### src/rtl/serial_adder_fsm_pkg.sv
// Shared types and defaults for the bit-serial adder.
// Holds the FSM state encoding and the default operand width.
package serial_adder_fsm_pkg;

  localparam int unsigned DEF_WIDTH = 8;

  typedef enum logic [1:0] {
    IDLE = 2'b00,
    RUN  = 2'b01,
    DONE = 2'b10
  } state_e;

endpackage

### src/rtl/serial_adder_fsm_fa_cell.sv
// serial_fa_cell: combinational 1-bit full adder.
// Ports: a, b, cin -> s (sum bit), c (carry out).
module serial_fa_cell (
  input  logic a,
  input  logic b,
  input  logic cin,
  output logic s,
  output logic c
);

  assign s = a ^ b ^ cin;
  assign c = (a & b) | (cin & (a ^ b));

endmodule

### src/rtl/serial_adder_fsm.sv
// Bit-serial WIDTH-bit adder: one full-adder cell, registered carry.
// Ports: clk, rst_n (sync, active-low), start, a, b, cin in;
//   busy, done (1-cycle pulse), sum, cout out.
// Optional: define SERIAL_ADDER_OVF_EN to add the ovf output
//   (signed two's-complement overflow, captured with sum).
module serial_adder_fsm
  import serial_adder_fsm_pkg::*;
#(
  parameter int unsigned WIDTH = DEF_WIDTH
) (
  input  logic             clk,
  input  logic             rst_n,
  input  logic             start,
  input  logic [WIDTH-1:0] a,
  input  logic [WIDTH-1:0] b,
  input  logic             cin,
  output logic             busy,
  output logic             done,
  output logic [WIDTH-1:0] sum,
  output logic             cout
`ifdef SERIAL_ADDER_OVF_EN
  ,
  output logic             ovf
`endif
);

  localparam int unsigned CW = $clog2(WIDTH);

  state_e           state_q, state_d;
  logic [CW-1:0]    cnt_q, cnt_d;
  logic [WIDTH-1:0] a_sr_q, a_sr_d;
  logic [WIDTH-1:0] b_sr_q, b_sr_d;
  // The LSB of the result shifter is always shifted out
  // unused, so only the upper WIDTH-1 bits are kept.
  logic [WIDTH-2:0] s_sr_q, s_sr_d;
  logic             carry_q, carry_d;
  logic [WIDTH-1:0] sum_q, sum_d;
  logic             cout_q, cout_d;
`ifdef SERIAL_ADDER_OVF_EN
  logic             ovf_q, ovf_d;
`endif

  logic             s_bit;
  logic             c_bit;
  logic [WIDTH-1:0] s_next;

  serial_fa_cell u_cell (
    .a   (a_sr_q[0]),
    .b   (b_sr_q[0]),
    .cin (carry_q),
    .s   (s_bit),
    .c   (c_bit)
  );

  assign s_next = {s_bit, s_sr_q};

  always_comb begin
    state_d = state_q;
    cnt_d   = cnt_q;
    a_sr_d  = a_sr_q;
    b_sr_d  = b_sr_q;
    s_sr_d  = s_sr_q;
    carry_d = carry_q;
    sum_d   = sum_q;
    cout_d  = cout_q;
`ifdef SERIAL_ADDER_OVF_EN
    ovf_d   = ovf_q;
`endif
    unique case (state_q)
      IDLE: begin
        if (start) begin
          state_d = RUN;
          a_sr_d  = a;
          b_sr_d  = b;
          carry_d = cin;
          cnt_d   = '0;
          s_sr_d  = '0;
        end
      end
      RUN: begin
        s_sr_d  = s_next[WIDTH-1:1];
        a_sr_d  = a_sr_q >> 1;
        b_sr_d  = b_sr_q >> 1;
        carry_d = c_bit;
        cnt_d   = cnt_q + 1'b1;
        if (cnt_q == CW'(WIDTH-1)) begin
          state_d = DONE;
          sum_d   = s_next;
          cout_d  = c_bit;
`ifdef SERIAL_ADDER_OVF_EN
          // carry_q is the carry into the MSB here
          ovf_d   = carry_q ^ c_bit;
`endif
        end
      end
      DONE: begin
        state_d = IDLE;
      end
      default: begin
        state_d = IDLE;
      end
    endcase
  end

  always_ff @(posedge clk) begin
    if (!rst_n) begin
      state_q <= IDLE;
      cnt_q   <= '0;
      a_sr_q  <= '0;
      b_sr_q  <= '0;
      s_sr_q  <= '0;
      carry_q <= 1'b0;
      sum_q   <= '0;
      cout_q  <= 1'b0;
`ifdef SERIAL_ADDER_OVF_EN
      ovf_q   <= 1'b0;
`endif
    end else begin
      state_q <= state_d;
      cnt_q   <= cnt_d;
      a_sr_q  <= a_sr_d;
      b_sr_q  <= b_sr_d;
      s_sr_q  <= s_sr_d;
      carry_q <= carry_d;
      sum_q   <= sum_d;
      cout_q  <= cout_d;
`ifdef SERIAL_ADDER_OVF_EN
      ovf_q   <= ovf_d;
`endif
    end
  end

  assign busy = (state_q != IDLE);
  assign done = (state_q == DONE);
  assign sum  = sum_q;
  assign cout = cout_q;
`ifdef SERIAL_ADDER_OVF_EN
  assign ovf  = ovf_q;
`endif

endmodule

### config.mk
export PLATFORM = sky130hd
export DESIGN_NAME = serial_adder_fsm
export DESIGN_NICKNAME = d
export VERILOG_FILES = /design/src/rtl/serial_adder_fsm_pkg.sv /design/src/rtl/serial_adder_fsm_fa_cell.sv /design/src/rtl/serial_adder_fsm.sv
export SDC_FILE = /design/constraint.sdc
export NUM_CORES = 1
export LEC_CHECK = 0
export CELL_PAD_IN_SITES_DETAIL_PLACEMENT = 1
export CELL_PAD_IN_SITES_GLOBAL_PLACEMENT = 1
export CORE_ASPECT_RATIO = 0.75
export CORE_UTILIZATION = 40
export DETAILED_ROUTE_END_ITERATION = 8
export GPL_ROUTABILITY_DRIVEN = 0
export HOLD_SLACK_MARGIN = 0.03
export PLACE_DENSITY = 0.92
export SYNTH_ARGS = -nofsm -noshare
export SYNTH_HDL_FRONTEND = slang
export SYNTH_SLANG_ARGS = --single-unit
### constraint.sdc
create_clock -name clk -period 2.31 [get_ports clk]
set_input_delay 0.5775 -clock clk [delete_from_list [all_inputs] [get_ports clk]]
set_output_delay 0.5775 -clock clk [all_outputs]
set_load 0.01 [all_outputs]
==> impl_metrics.toml, run 1 <==
[place]
portBuffers = 30
dp_slack_ps = 28.4
post-dp-hpwl_um = 3110

[grt]
grt_pass1_wl_um = 7040
grt.total_usage_pct = 23.2
antenna_found_initial = 0
globalRoute.totalOverflow = 0
grt_pass1_vias = 1402
grt_start_max_net_pins = 44

[drt]
routed.top_layer = "met4"
initialDrtViolationCount = 74
detailroute.wirelength.met3_um = 140
via_count_of_the_routed_design = 1393
drc = 0
drt-pass1-iter-count = 4
post_drt_wl_per_cell_um = 17.3
dr_wl_met2_um = 2070
antenna_violating_nets_remaining = 0
drt-total-wl_um = 4320
m1WireLength_um = 2040
detail_routed_via_count_per_cell = 5.59

[clock_network]
clock_insertion_delay_worst_skew_ps = 300
clockRootBuffer = "sky130_fd_sc_hd__clkbuf_8"
cts_max_level = 2
cts_max_path_buffers = 2
cts_tree = "yes"
cts_repair_resize_count = 0
holdBufCountCts = 0
total_clock_sinks = 38
clk_transition_reported_paths_ps = 70
cts_bufs_inserted = 5
post_cts.repair.setup_buffers = 0

[timing]
final.setup.tns_ps = 0
maxSlewHeadroom_pct = 59.5
finalWorstSetupSlack_ps = 148
hold-worst-slack_ps = 473
rsz0062_at_grt = "false"
fmax_mhz = 463
tightestPinTransition_ps = 605
hold_viol_final = 0
drv_slew = 0
finalWorstPathRequiredPeriod_ps = 2160
setup_viol = 0
layout_worst_path_cycle_share_pct = 93.6
fin_worst_skew_ps = 4.05

[worst_setup_path]
startpoint_type = "flip-flop"
cp_max_fo = 4
cp-end-kind = "output port"
critical_path_required_ps = 1730
r2r-start = "state_q[0]$_SDFFE_PN0P_"
reg2reg_depth = 5
crit_type = "reg -> out"
worstPathArrival_ps = 1580
worst-r2r-setup-slack_ps = 590
r2r_end = "a_sr_q[1]$_SDFFE_PN0P_"

[pwr]
power.ir.vdd_worst_mv = 0.412
report.power.total_mw = 1.37
power_density_nw_per_um2 = 702
p_leak_nw = 0.700

[logic_synthesis]
synthDominantAreaCellType = "sky130_fd_sc_hd__dfxtp_1"
synth.ff_latch_count = 38
ys_warn_count = 0
synth-edff-count = 0
synth_nets = 193
synth.cell_area_um2 = 1510
most_common_cell_in_the_synthesized_netlist = "sky130_fd_sc_hd__dfxtp_1"
yosys_most_used_dff = "sky130_fd_sc_hd__dfxtp_1"
syn-mean-instance-area_um2 = 8.91
synth_sequential_area_ratio_pct = 50.2
netlist.area_leader.share_pct = 50.2
post_synth_cell_types = 33
ranking_of_synthesized_cells_by_area = "sky130_fd_sc_hd__dfxtp_1 (50%), sky130_fd_sc_hd__nand2_1 (6.4%), sky130_fd_sc_hd__o21ai_0 (4.6%)"
synthCells = 170
synth_commonest_cells = "sky130_fd_sc_hd__dfxtp_1 (38), sky130_fd_sc_hd__nand2_1 (26), sky130_fd_sc_hd__o21ai_0 (14)"
asyncSetResetFlopFracSynth_pct = 0

[floorplanning]
dieArea_um2 = 4040
row_count = 18
floorplan.die.height_um = 55.3
num_ports = 31
die_x_um = 73.0
coreArea_um2 = 3450
effective_utilization_at_floorplan_pct = 43.9

[layout]
n_antenna_cell = 0
design.final.nets = 221
fraction_of_final_layout_cells_sized_beyond_drive_strength_1_pct = 9.55
area_growth_syn_to_layout_pct = 28.8

[hold_path]
timing.hold.worst_path_depth = 2
hold_path.class = "reg -> reg"
worstHoldEndpoint = "a_sr_q[7]$_SDFFE_PN0P_"
hold_start = "a_sr_q[7]$_SDFFE_PN0P_"

[run_status]
run_status = "complete, no violations"

[job]
maxCapViolCount = 0
## kinds of logic (layout without fill, tap and decap cells)
logic type / count (synthesis) / count (layout) / share of synthesized area (%)
AND/OR/NAND/NOR: 62 / 62 / 18.6
AO/OA/AOI/OAI: 46 / 46 / 20.7
flip-flops: 38 / 38 / 50.2
buffers and inverters: 18 / 47 / 5.45
adder cells (fa/ha/maj): 3 / 3 / 2.97
multiplexers: 3 / 3 / 2.07
## placed cells by master, fill, tap and decap left out, types with 2 or more instances in the layout
cell type / n
sky130_fd_sc_hd__ha_1: 2
sky130_fd_sc_hd__mux2i_1: 2
sky130_fd_sc_hd__a221oi_1: 4
sky130_fd_sc_hd__a221oi_2: 2
sky130_fd_sc_hd__nor2b_1: 2
sky130_fd_sc_hd__o211ai_1: 2
sky130_fd_sc_hd__buf_4: 7
sky130_fd_sc_hd__a21oi_1: 7
sky130_fd_sc_hd__nand3_1: 11
sky130_fd_sc_hd__dfxtp_1: 38
sky130_fd_sc_hd__o32ai_1: 6
sky130_fd_sc_hd__nor2_1: 10
sky130_fd_sc_hd__inv_1: 2
sky130_fd_sc_hd__o21ai_0: 14
sky130_fd_sc_hd__nand2_1: 26
sky130_fd_sc_hd__clkbuf_8: 6
sky130_fd_sc_hd__clkdlybuf4s50_1: 30
sky130_fd_sc_hd__nor3_1: 6
sky130_fd_sc_hd__o22ai_1: 7
## flip-flops by register name, indices dropped and copies added, names as in the netlist
register and flops:
a_sr_q 8, b_sr_q 8, sum 8, s_sr_q 7, cnt_q 3, state_q 2
carry_q 1, cout 1
## worst max path at each step
stage                                       start                endpoint  slack [ps]
after CTS                 state_q[1]$_SDFFE_PN0P_                    busy         170
after global routing      state_q[1]$_SDFFE_PN0P_                    busy         100
after global placement                      start  a_sr_q[2]$_SDFFE_PN0P_         140
final                     state_q[1]$_SDFFE_PN0P_                    busy         150
after detailed placement                    start  b_sr_q[2]$_SDFFE_PN0P_          30
after floorplan                             rst_n  b_sr_q[4]$_SDFFE_PN0P_         700
## worst max-delay path, cell delays in order (launching register included)
cell and delay (ps):
sky130_fd_sc_hd__dfxtp_1 360, sky130_fd_sc_hd__nor2_1 320, sky130_fd_sc_hd__inv_1 110, sky130_fd_sc_hd__clkdlybuf4s50_1 490
## cell type report
class	count	area [um2]
clock buffers	6	82.6
clock inverters	2	12.5
fillers	406	1500
inverters	2	7.51
multi-input cells	114	671
flip-flops and latches	38	761
well taps	50	62.6
repair buffers	37	353
## metrics by stage
step / instance area (um2) / utilization [%] / instances
6_report: 1950 / 56.6 / 249
4_1_cts: 1950 / 56.6 / 249
3_3_place_gp: 1850 / 53.8 / 241
2_1_floorplan: 1510 / - / 170
3_5_place_dp: 1850 / 53.8 / 241
5_1_grt: 1950 / 56.6 / 249
## report_power, final
group | internal (mW) | switching [mW] | total, mW
logic | 0.0790 | 0.0890 | 0.168
registers | 0.691 | 0.0245 | 0.716
clock network | 0.240 | 0.245 | 0.485
## layer usage
metal / track usage [%] / up-vias
met5: 0 / -
met4: 7.56 / 0
met3: 5.47 / 7
met2: 36.6 / 25
met1: 31.0 / 695
li1: - / 666
(Power assumes the default switching activity.)
==> run 2: changes to the inputs <==
- GPL_ROUTABILITY_DRIVEN: 0 -> not set
- TNS_END_PERCENT: not set -> 20
==> results of run 2 <==
No change in the layout: final DEF, timing and power equal those of run 1.
==> run 3: changes to the inputs <==
- HOLD_SLACK_MARGIN: 0.03 -> 0.02
==> results of run 3 <==
No change in the layout: final DEF, timing and power equal those of run 1.
